File: src/rtl/bool_enc_pkg.sv
// bool_enc_pkg: shared constants for the boolean lane encoder
package bool_enc_pkg;
  localparam int EC_PROB_SHIFT = 6;
  localparam int EC_MIN_PROB = 4;
  localparam int CNT_INIT = -9;
  localparam int RANGE_INIT = 32768;
  localparam logic [1:0] FLAG_NONE = 2'b00;
  localparam logic [1:0] FLAG_ONE = 2'b01;
  localparam logic [1:0] FLAG_TWO = 2'b10;
endpackage

File: src/rtl/bool_lane_step.sv
// bool_lane_step: single boolean symbol range/low/cnt update with renormalisation and word emission
module bool_lane_step
  import bool_enc_pkg::*;
#(
  parameter int RANGE_WIDTH = 16,
  parameter int LOW_WIDTH = 24,
  parameter int D_SIZE = 5,
  parameter int PROB_WIDTH = 16
) (
  input logic active,
  input logic bit_val,
  input logic [PROB_WIDTH-1:0] prob,
  input logic [RANGE_WIDTH-1:0] r,
  input logic [LOW_WIDTH-1:0] l,
  input logic signed [D_SIZE-1:0] c,
  output logic [RANGE_WIDTH-1:0] next_r,
  output logic [LOW_WIDTH-1:0] next_l,
  output logic signed [D_SIZE-1:0] next_c,
  output logic [1:0] flag,
  output logic [RANGE_WIDTH-1:0] word_1,
  output logic [RANGE_WIDTH-1:0] word_2
);
  localparam int XW = LOW_WIDTH + RANGE_WIDTH + 1;
  logic [17:0] prod;
  logic [RANGE_WIDTH-1:0] v, r1;
  logic [XW-1:0] l1, la, lb, lo;
  logic [4:0] d;
  logic signed [6:0] s, cp, c2, cn;
  logic emit, two;
  always_comb begin
    prod = 18'(r[RANGE_WIDTH-1 -: 8]) * 18'(prob >> EC_PROB_SHIFT);
    v = RANGE_WIDTH'(prod >> 1) + RANGE_WIDTH'(EC_MIN_PROB);
    r1 = bit_val ? v : r - v;
    l1 = XW'(l) + (bit_val ? XW'(r - v) : '0);
    d = '0;
    for (int i = 0; i < RANGE_WIDTH; i++) if (r1[i]) d = 5'(RANGE_WIDTH - 1 - i);
    s = 7'(c) + 7'(d);
    emit = !s[6];
    two = emit && s > 7'sd7;
    cp = 7'(c) + 7'sd16;
    c2 = two ? cp - 7'sd8 : cp;
    la = two ? l1 & ((XW'(1) << cp) - XW'(1)) : l1;
    lb = la & ((XW'(1) << c2) - XW'(1));
    cn = emit ? c2 + 7'(d) - 7'sd24 : s;
    lo = emit ? lb : l1;
    word_1 = active && emit ? RANGE_WIDTH'(l1 >> cp) : '0;
    word_2 = active && two ? RANGE_WIDTH'(la >> c2) : '0;
    flag = !active || !emit ? FLAG_NONE : two ? FLAG_TWO : FLAG_ONE;
    next_r = active ? r1 << d : r;
    next_l = active ? LOW_WIDTH'(lo << d) : l;
    next_c = active ? D_SIZE'(cn) : c;
  end
endmodule

File: src/rtl/bool_encoder_lanes.sv
// bool_encoder_lanes: multi-lane chained boolean arithmetic encoder with valid/ready handshake
module bool_encoder_lanes
  import bool_enc_pkg::*;
#(
  parameter int NUM_LANES = 4,
  parameter int RANGE_WIDTH = 16,
  parameter int LOW_WIDTH = 24,
  parameter int D_SIZE = 5,
  parameter int PROB_WIDTH = 16,
  parameter int CNT_W = $clog2(NUM_LANES + 1)
) (
  input logic general_clk,
  input logic reset,
  input logic in_valid,
  output logic in_ready,
  input logic [CNT_W-1:0] in_count,
  input logic [NUM_LANES-1:0] in_bits,
  input logic [NUM_LANES*PROB_WIDTH-1:0] in_probs,
  output logic out_valid,
  input logic out_ready,
  output logic [2*NUM_LANES-1:0] out_flags,
  output logic [2*NUM_LANES*RANGE_WIDTH-1:0] out_words,
  output logic [RANGE_WIDTH-1:0] range_out,
  output logic [LOW_WIDTH-1:0] low_out,
  output logic signed [D_SIZE-1:0] cnt_out
);
  logic [RANGE_WIDTH-1:0] rc [NUM_LANES+1];
  logic [LOW_WIDTH-1:0] lc [NUM_LANES+1];
  logic signed [D_SIZE-1:0] cc [NUM_LANES+1];
  logic [2*NUM_LANES-1:0] flags;
  logic [2*NUM_LANES*RANGE_WIDTH-1:0] words;
  logic acc;
  assign rc[0] = range_out;
  assign lc[0] = low_out;
  assign cc[0] = cnt_out;
  assign in_ready = !out_valid || out_ready;
  assign acc = in_valid && in_ready && in_count != '0;
  for (genvar i = 0; i < NUM_LANES; i++) begin : g_lane
    bool_lane_step #(
      .RANGE_WIDTH(RANGE_WIDTH),
      .LOW_WIDTH(LOW_WIDTH),
      .D_SIZE(D_SIZE),
      .PROB_WIDTH(PROB_WIDTH)
    ) u_lane (
      .active(CNT_W'(i) < in_count),
      .bit_val(in_bits[i]),
      .prob(in_probs[i*PROB_WIDTH +: PROB_WIDTH]),
      .r(rc[i]),
      .l(lc[i]),
      .c(cc[i]),
      .next_r(rc[i+1]),
      .next_l(lc[i+1]),
      .next_c(cc[i+1]),
      .flag(flags[2*i +: 2]),
      .word_1(words[2*i*RANGE_WIDTH +: RANGE_WIDTH]),
      .word_2(words[(2*i+1)*RANGE_WIDTH +: RANGE_WIDTH])
    );
  end
  always_ff @(posedge general_clk) begin
    if (reset) begin
      range_out <= RANGE_WIDTH'(RANGE_INIT);
      low_out <= '0;
      cnt_out <= D_SIZE'(CNT_INIT);
      out_valid <= 1'b0;
      out_flags <= '0;
      out_words <= '0;
    end else if (acc) begin
      range_out <= rc[NUM_LANES];
      low_out <= lc[NUM_LANES];
      cnt_out <= cc[NUM_LANES];
      out_valid <= 1'b1;
      out_flags <= flags;
      out_words <= words;
    end else if (out_ready) begin
      out_valid <= 1'b0;
    end
  end
endmodule

File: config.mk
export PLATFORM = sky130hd
export DESIGN_NAME = bool_encoder_lanes
export DESIGN_NICKNAME = d
export VERILOG_FILES = /design/src/rtl/bool_enc_pkg.sv /design/src/rtl/bool_lane_step.sv /design/src/rtl/bool_encoder_lanes.sv
export SDC_FILE = /design/constraint.sdc
export NUM_CORES = 2
export LEC_CHECK = 0
export ABC_AREA = 1
export CAP_MARGIN = 30
export CORE_ASPECT_RATIO = 0.6
export CORE_MARGIN = 5
export CORE_UTILIZATION = 55
export DETAILED_ROUTE_END_ITERATION = 12
export PLACE_DENSITY = 0.71
export SETUP_SLACK_MARGIN = 0.1
export SLEW_MARGIN = 20
export SYNTH_ARGS = -nofsm -noshare
export SYNTH_HDL_FRONTEND = slang
export SYNTH_SLANG_ARGS = --single-unit
File: constraint.sdc
create_clock -name general_clk -period 47.9 [get_ports general_clk]
set_input_delay 9.58 -clock general_clk [delete_from_list [all_inputs] [get_ports general_clk]]
set_output_delay 9.58 -clock general_clk [all_outputs]
set_load 0.005 [all_outputs]
# == Yosys cells after proc, flatten, opt, wreduce, memory -nomap -nowiden ==
# Index checks and enable logic that the tools add are counted.
# classes
add_sub_neg,44
mul,4
order_cmp,8
shifts,24
n_mux,118
n_bitwise,8
n_reduce_logical,30
# op_table
cell,count
two-way mux 41 bit,12
two-way mux 5 bit,68
AND 41 bit,8
left shift 1 x 7 -> 41 bit (first input constant),8
>> shifter 41 x 7 -> 16 bit,8
subtractor 41 x 1 -> 41 bit (second input constant),8
two-way mux 16 bit,16
adder 24 x 41 -> 41 bit,4
left shift 41 x 5 -> 24 bit,4
two-way mux 24 bit,4
multiplier 8 x 10 -> 17 bit,4
subtractor 16 x 16 -> 17 bit,4
adder 16 x 3 -> 16 bit (second input constant),4
left shift 16 x 5 -> 16 bit,4
subtractor 16 bit,4
adder 5 x 6 -> 7 bit,4
adder 5 x 6 -> 7 bit (second input constant),4
> comparator 7 x 4 -> 1 bit (second input constant),4
two-way mux 7 bit,4
subtractor 7 x 5 -> 7 bit (second input constant),4
adder 5 bit,4
subtractor 5 bit (second input constant),4
two-way mux 2 bit,8
two-way mux 4 bit,4
8 further kinds,36
# word_totals
reg_bits,182
in_bits,75
output_inout_bits,183
elab_cells,242

# == Depth between registers and ports, before layout ==
# depth
word_depth,96
depth_mapped,210
depth_no_buf,205

# == By module ==
# A second synthesis with hierarchy kept.
# hier_totals
cells_unflattened,11564
hier_area_um2,61781.8
# modules_own_cells
module,n_inst,cells_per_inst,area_each_um2
bool_lane_step (g_lane[3].u_lane),1,2617,13514.2
bool_lane_step (g_lane[1].u_lane),1,2612,13472.9
bool_lane_step (g_lane[0].u_lane),1,2557,13292.7
bool_lane_step (g_lane[2].u_lane),1,2546,13126.3
bool_encoder_lanes,1,1232,8375.5

# == Least setup slack after synthesis ==
# OpenSTA, ideal clock, no wires.
# synth_timing
kind,in2reg
start,input port in_probs[11]
end,register low_out[21]
t_arrival_ns,38.144
setup_slack_ns,9.700
path_stages,183
cell_sequence,clkbuf_2 nand2_1 fa_1 fa_1 inv_1 fa_1 inv_1 fa_1 inv_1 ha_1 a21oi_2 nor2_1 nor2_1 nand2_1 nand2_1 nand2_1 inv_1 nand4_2 (+147 left out) nand3b_1 nor3_1 nand2_1 nor2_1 nand2_1 clkinv_1 nand3_1 a21oi_1 o21ai_0 o21ai_0 nand3_1 nand3_1 nand3_1 nand2_1 nand2_1 nand3_1 nand2_1 inv_1
# synth_between
elab_chain_cells,92
# synth_lines
item,line,rtl
start: declaration,bool_encoder_lanes.sv:18,"input logic [NUM_LANES*PROB_WIDTH-1:0] in_probs,"
multiplier 8 x 10 -> 17 bit *,bool_lane_step.sv:31,prod = 18'(r[RANGE_WIDTH-1 -: 8]) * 18'(prob >> EC_PROB_SHIFT);
adder 16 x 3 -> 16 bit *,bool_lane_step.sv:32,v = RANGE_WIDTH'(prod >> 1) + RANGE_WIDTH'(EC_MIN_PROB);
subtractor 16 bit,bool_lane_step.sv:33,r1 = bit_val ? v : r - v;
two-way mux 16 bit,bool_lane_step.sv:33,
two-way mux 5 bit (12 in series),bool_lane_step.sv:36,for (int i = 0; i < RANGE_WIDTH; i++) if (r1[i]) d = 5'(RANGE_WIDTH - 1 - i);
left shift 16 x 5 -> 16 bit,bool_lane_step.sv:49,next_r = active ? r1 << d : r;
two-way mux 16 bit,bool_lane_step.sv:49,
multiplier 8 x 10 -> 17 bit,bool_lane_step.sv:31,
(+65 left out),--,
logical AND 1 bit,bool_lane_step.sv:39,two = emit && s > 7'sd7;
two-way mux 7 bit,bool_lane_step.sv:41,c2 = two ? cp - 7'sd8 : cp;
left shift 1 x 7 -> 41 bit,bool_lane_step.sv:43,lb = la & ((XW'(1) << c2) - XW'(1));
subtractor 41 x 1 -> 41 bit,bool_lane_step.sv:43,
AND 41 bit,bool_lane_step.sv:43,
two-way mux 41 bit,bool_lane_step.sv:45,lo = emit ? lb : l1;
left shift 41 x 5 -> 24 bit,bool_lane_step.sv:50,next_l = active ? LOW_WIDTH'(lo << d) : l;
two-way mux 24 bit *,bool_lane_step.sv:50,
end signal: assignment,bool_encoder_lanes.sv:69,low_out <= lc[NUM_LANES];
end: declaration,bool_encoder_lanes.sv:24,"output logic [LOW_WIDTH-1:0] low_out,"
# Every way passes the cells marked *; elsewhere a longest branch is shown, timed or not.
# A chain may end at the register's enable or synchronous reset.

# == Final worst setup path ==
# layout_timing
start,input port in_probs[11]
end,register low_out[23]
# The elaborated chain is that of the path after synthesis.

==> summary.txt <==
YOSYS
------------------------------------------------------------------------------------------------------
Cell taking the most area after synthesis ...............................................      nand2_1
Syn Area/Cell ...........................................................................     5.58 µm²
Most numerous cell types in the synthesized netlist ..................................... 2,350 x nand2_1, 1,254 x inv_1, 1,069 x o21ai_0
Share of synthesized registers carrying an async set or reset ...........................            0
Distinct cell type count of the synthesized netlist .....................................           79
Dominant synthesized flop cell ..........................................................      dfxtp_1
Cell with the most instances after synthesis ............................................      nand2_1
Cell count after synthesis ..............................................................        9,476
Syn_nets ................................................................................       10,100
Most area-consuming cells after synthesis ............................................... nand2_1 17%, o21ai_0 10%, inv_1 8.9%, ha_1 8.6%, fa_1 7.9%
Count of warnings emitted by yosys ......................................................            0
Area share of the largest cell type after synthesis .....................................        0.167
Post-Synthesis Cell Area ................................................................   52,800 µm²
Count of flip-flops with a built-in enable after synthesis ..............................            0
Sequential share of the synthesized area ................................................       0.0689
Seq cells post-synth ....................................................................          182

SETUP PATH
------------------------------------------------------------------------------------------------------
Data required, critical path ............................................................     48.35 ns
Stage delay of the slowest cell on the critical path ....................................      0.68 ns
R2R setup slack .........................................................................     11.42 ns
First element of the critical path ...................................................... in_probs[11]
Crit path buf inv count .................................................................           41
Reg2reg end .............................................................................  low_out[23]
Worst Setup Start Kind .................................................................. primary input
Number of cells traversed by the worst register-to-register path ........................          183
Arrival time at the worst endpoint ......................................................     45.82 ns
Worst setup path end ....................................................................  low_out[23]
Cell type group with the largest total delay on the critical path ....................... simple AND/OR/NAND/NOR gates
Startpoint of the worst-slack reg-to-reg timing path .................................... range_out[15]
Critical path class .....................................................................       in2reg
Most numerous cell on the critical path .................................................        inv_1
Type of destination of the critical path ................................................     register
Slowest library cell on the worst path .................................................. clkdlybuf4s50_1
Maximum fanout along the worst path .....................................................           46
Depth of the critical timing path with buffers and inverters included ...................          184

CLOCKING
------------------------------------------------------------------------------------------------------
CTS HTree Levels ........................................................................            4
Root Buffer Master ......................................................................    clkbuf_16
Total clock buffers created by CTS ......................................................           17
Hold buffer count at CTS ................................................................            0
Sinks on the clock net ..................................................................          182
Maximum number of buffers from clock root to sink .......................................            2
Setup fix buffers added after clock tree synthesis ......................................            0
Clock transition at the register clock pins on the worst setup and hold paths after CTS .      0.09 ns
CTS tree ................................................................................         done
Clock latency on the worst-skew pair ....................................................      0.55 ns

DIE
------------------------------------------------------------------------------------------------------
Core area ...............................................................................   95,700 µm²
Die area ................................................................................  103,000 µm²
Height of the die .......................................................................       250 µm
Number of placed I/O pins ...............................................................          258
Total number of placement rows ..........................................................           88
Initial Util ............................................................................        0.552
Die width ...............................................................................       410 µm

STA
------------------------------------------------------------------------------------------------------
Final worst setup slack .................................................................      2.54 ns
Number of setup violations in the final report ..........................................            0
Total count of hold-check failures in the final report ..................................            0
Max_slew headroom .......................................................................        0.266
Clock skew after layout .................................................................    0.0147 ns
Worst-margin pin slew ...................................................................      1.09 ns
Highest achievable clock rate ...........................................................     22.0 MHz
Final clock period utilization by the worst path ........................................        0.947
Final critical path time including I/O delays and setup .................................     45.36 ns
Setup repair after global routing missed its margin .....................................           no
Total count of max-transition violations in the final report ............................            0
Accumulated negative setup slack ........................................................         0 ns

ROUTE
------------------------------------------------------------------------------------------------------
Number of design-rule violations left by the first detailed-router iteration ............       10,800
Drt pass-1 iters ........................................................................            7
Met3 routed WL ..........................................................................      35.3 mm
Number of vias in the routed layout .....................................................       66,000
Total routed wire length on the met1 layer ..............................................      95.9 mm
Met2 wire len ...........................................................................      84.7 mm
Top sig layer ...........................................................................         met5
Number of routed nets with antenna violations ...........................................            0
Remaining routing DRC violations ........................................................            0
Total length of routed wires ............................................................       224 mm
Vias per inst ...........................................................................         6.18
Mean routed wirelength per cell .........................................................      21.0 µm

PLACED DESIGN
------------------------------------------------------------------------------------------------------
Post-Place Setup Slack ..................................................................      2.63 ns
HPWL Detailed ...........................................................................       178 mm
Count of buffers from port buffering ....................................................          233
Final weighted congestion of routability-driven global placement ........................         1.08
Placed Cells ............................................................................       10,600

GLOBAL ROUTING
------------------------------------------------------------------------------------------------------
Gr usage total ..........................................................................        0.416
First-pass GRT wire length ..............................................................       339 mm
Pin count of the biggest net entering global routing ....................................           82
Number of global-route vias before repair ...............................................       57,700
Total overflow reported by the global router ............................................            0
Initial antenna violation count .........................................................            2

JOB
------------------------------------------------------------------------------------------------------
Max Cap Viol ............................................................................            0

CELLS AND AREA
------------------------------------------------------------------------------------------------------
Layout-stage area growth over the synthesis result ......................................        7.48%
Ratio of cells with drive above 1 in the final layout ...................................       0.0454
Number of fillers in the final layout ...................................................        9,805
Net count reported at finish ............................................................       10,000
Number of standard cells in the final layout excluding fillers ..........................       10,700
Seq. cell area ..........................................................................     3650 µm²
Combined area of the multi-input logic cells ............................................   42,500 µm²

HOLD PATH
------------------------------------------------------------------------------------------------------
Startpoint of the lowest-slack hold path ................................................ out_words[57]
Instance count along the most critical hold path ........................................            2
Type of the tightest min-delay check ....................................................      reg2reg

RUN STATUS
------------------------------------------------------------------------------------------------------
Outcome ................................................................................. finished, final reports clean

## metrics by stage
step,util,hold WS [ns],area (µm²)
2_1_floorplan,-,0.462,52800
3_3_place_gp,0.586,0.451,56000
3_5_place_dp,0.586,0.455,56100
4_1_cts,0.592,0.467,56700
5_1_grt,0.593,0.480,56800
6_report,0.594,0.467,56800
## layout by cell type, fill, tap and decap left out, drive strengths merged, types with 81 or more instances in the layout
cell	n
xor2	177
nand2	2389
nand3	739
dfxtp	182
a21oi	717
nor2	951
ha	362
inv	1289
o211ai	95
fa	208
o21ai	1103
xnor2	81
nor3	101
clkdlybuf4s50	232
buf	161
## cell type report
| class | instances | share of cell area |
|---|---|---|
| Clock buffer | 17 | 0.00749 |
| Tap cell | 1260 | 0.0278 |
| Inverter | 1300 | 0.0860 |
| Timing Repair Buffer | 393 | 0.0627 |
| Multi-Input combinational cell | 7501 | 0.748 |
| Clock inverter | 15 | 0.00304 |
| Sequential cell | 182 | 0.0642 |
| Timing Repair inverter | 2 | 0.000176 |
| Antenna cell | 6 | 0.000264 |
## logic make-up (layout without fill, tap and decap cells)
| family | Yosys count | in the layout | synth area share |
|---|---|---|---|
| AND/OR/NAND/NOR | 4351 | 4351 | 0.346 |
| buffers and inverters | 1793 | 1727 | 0.130 |
| other | 0 | 6 | 0 |
| flip-flops | 182 | 182 | 0.0689 |
| multiplexers | 66 | 66 | 0.0125 |
| XOR/XNOR | 258 | 258 | 0.0430 |
| AO/OA/AOI/OAI | 2256 | 2256 | 0.235 |
| adder cells (fa/ha/maj) | 570 | 570 | 0.164 |
## routing by layer
metal	vias to the layer above	GRT usage
met4	2	0.129
met3	501	0.141
li1	30900	-
met2	4517	0.558
met5	-	0
met1	30100	0.615
## worst min-delay path by stage
stage | slack [ns] | end
2_1_floorplan | 0.46 | out_flags[1]
3_3_place_gp | 0.45 | out_words[66]
3_5_place_dp | 0.46 | out_words[56]
4_1_cts | 0.47 | out_words[46]
5_1_grt | 0.48 | out_words[8]
6_report | 0.47 | out_words[57]
## flip-flops by register name, summed over array words and instances, names as in the netlist
register	cells
range_out	16
out_flags	8
out_valid	1
out_words	128
low_out	24
cnt_out	5
## tightest hold or removal path, cell delays in order (launching register included)
cell	delay, ns
dfxtp_1	0.32
nand2_1	0.06
a21oi_1	0.05
## timing repair
item | in CTS | in global routing
gates resized for setup | 0 | 8
endpoints found under the hold margin | 0 | 0
setup endpoints to repair | 0 | 12
Power is left out: the tool's default activity adds up to more than one toggle a clock period on the data nets, which glitch-free logic cannot reach.
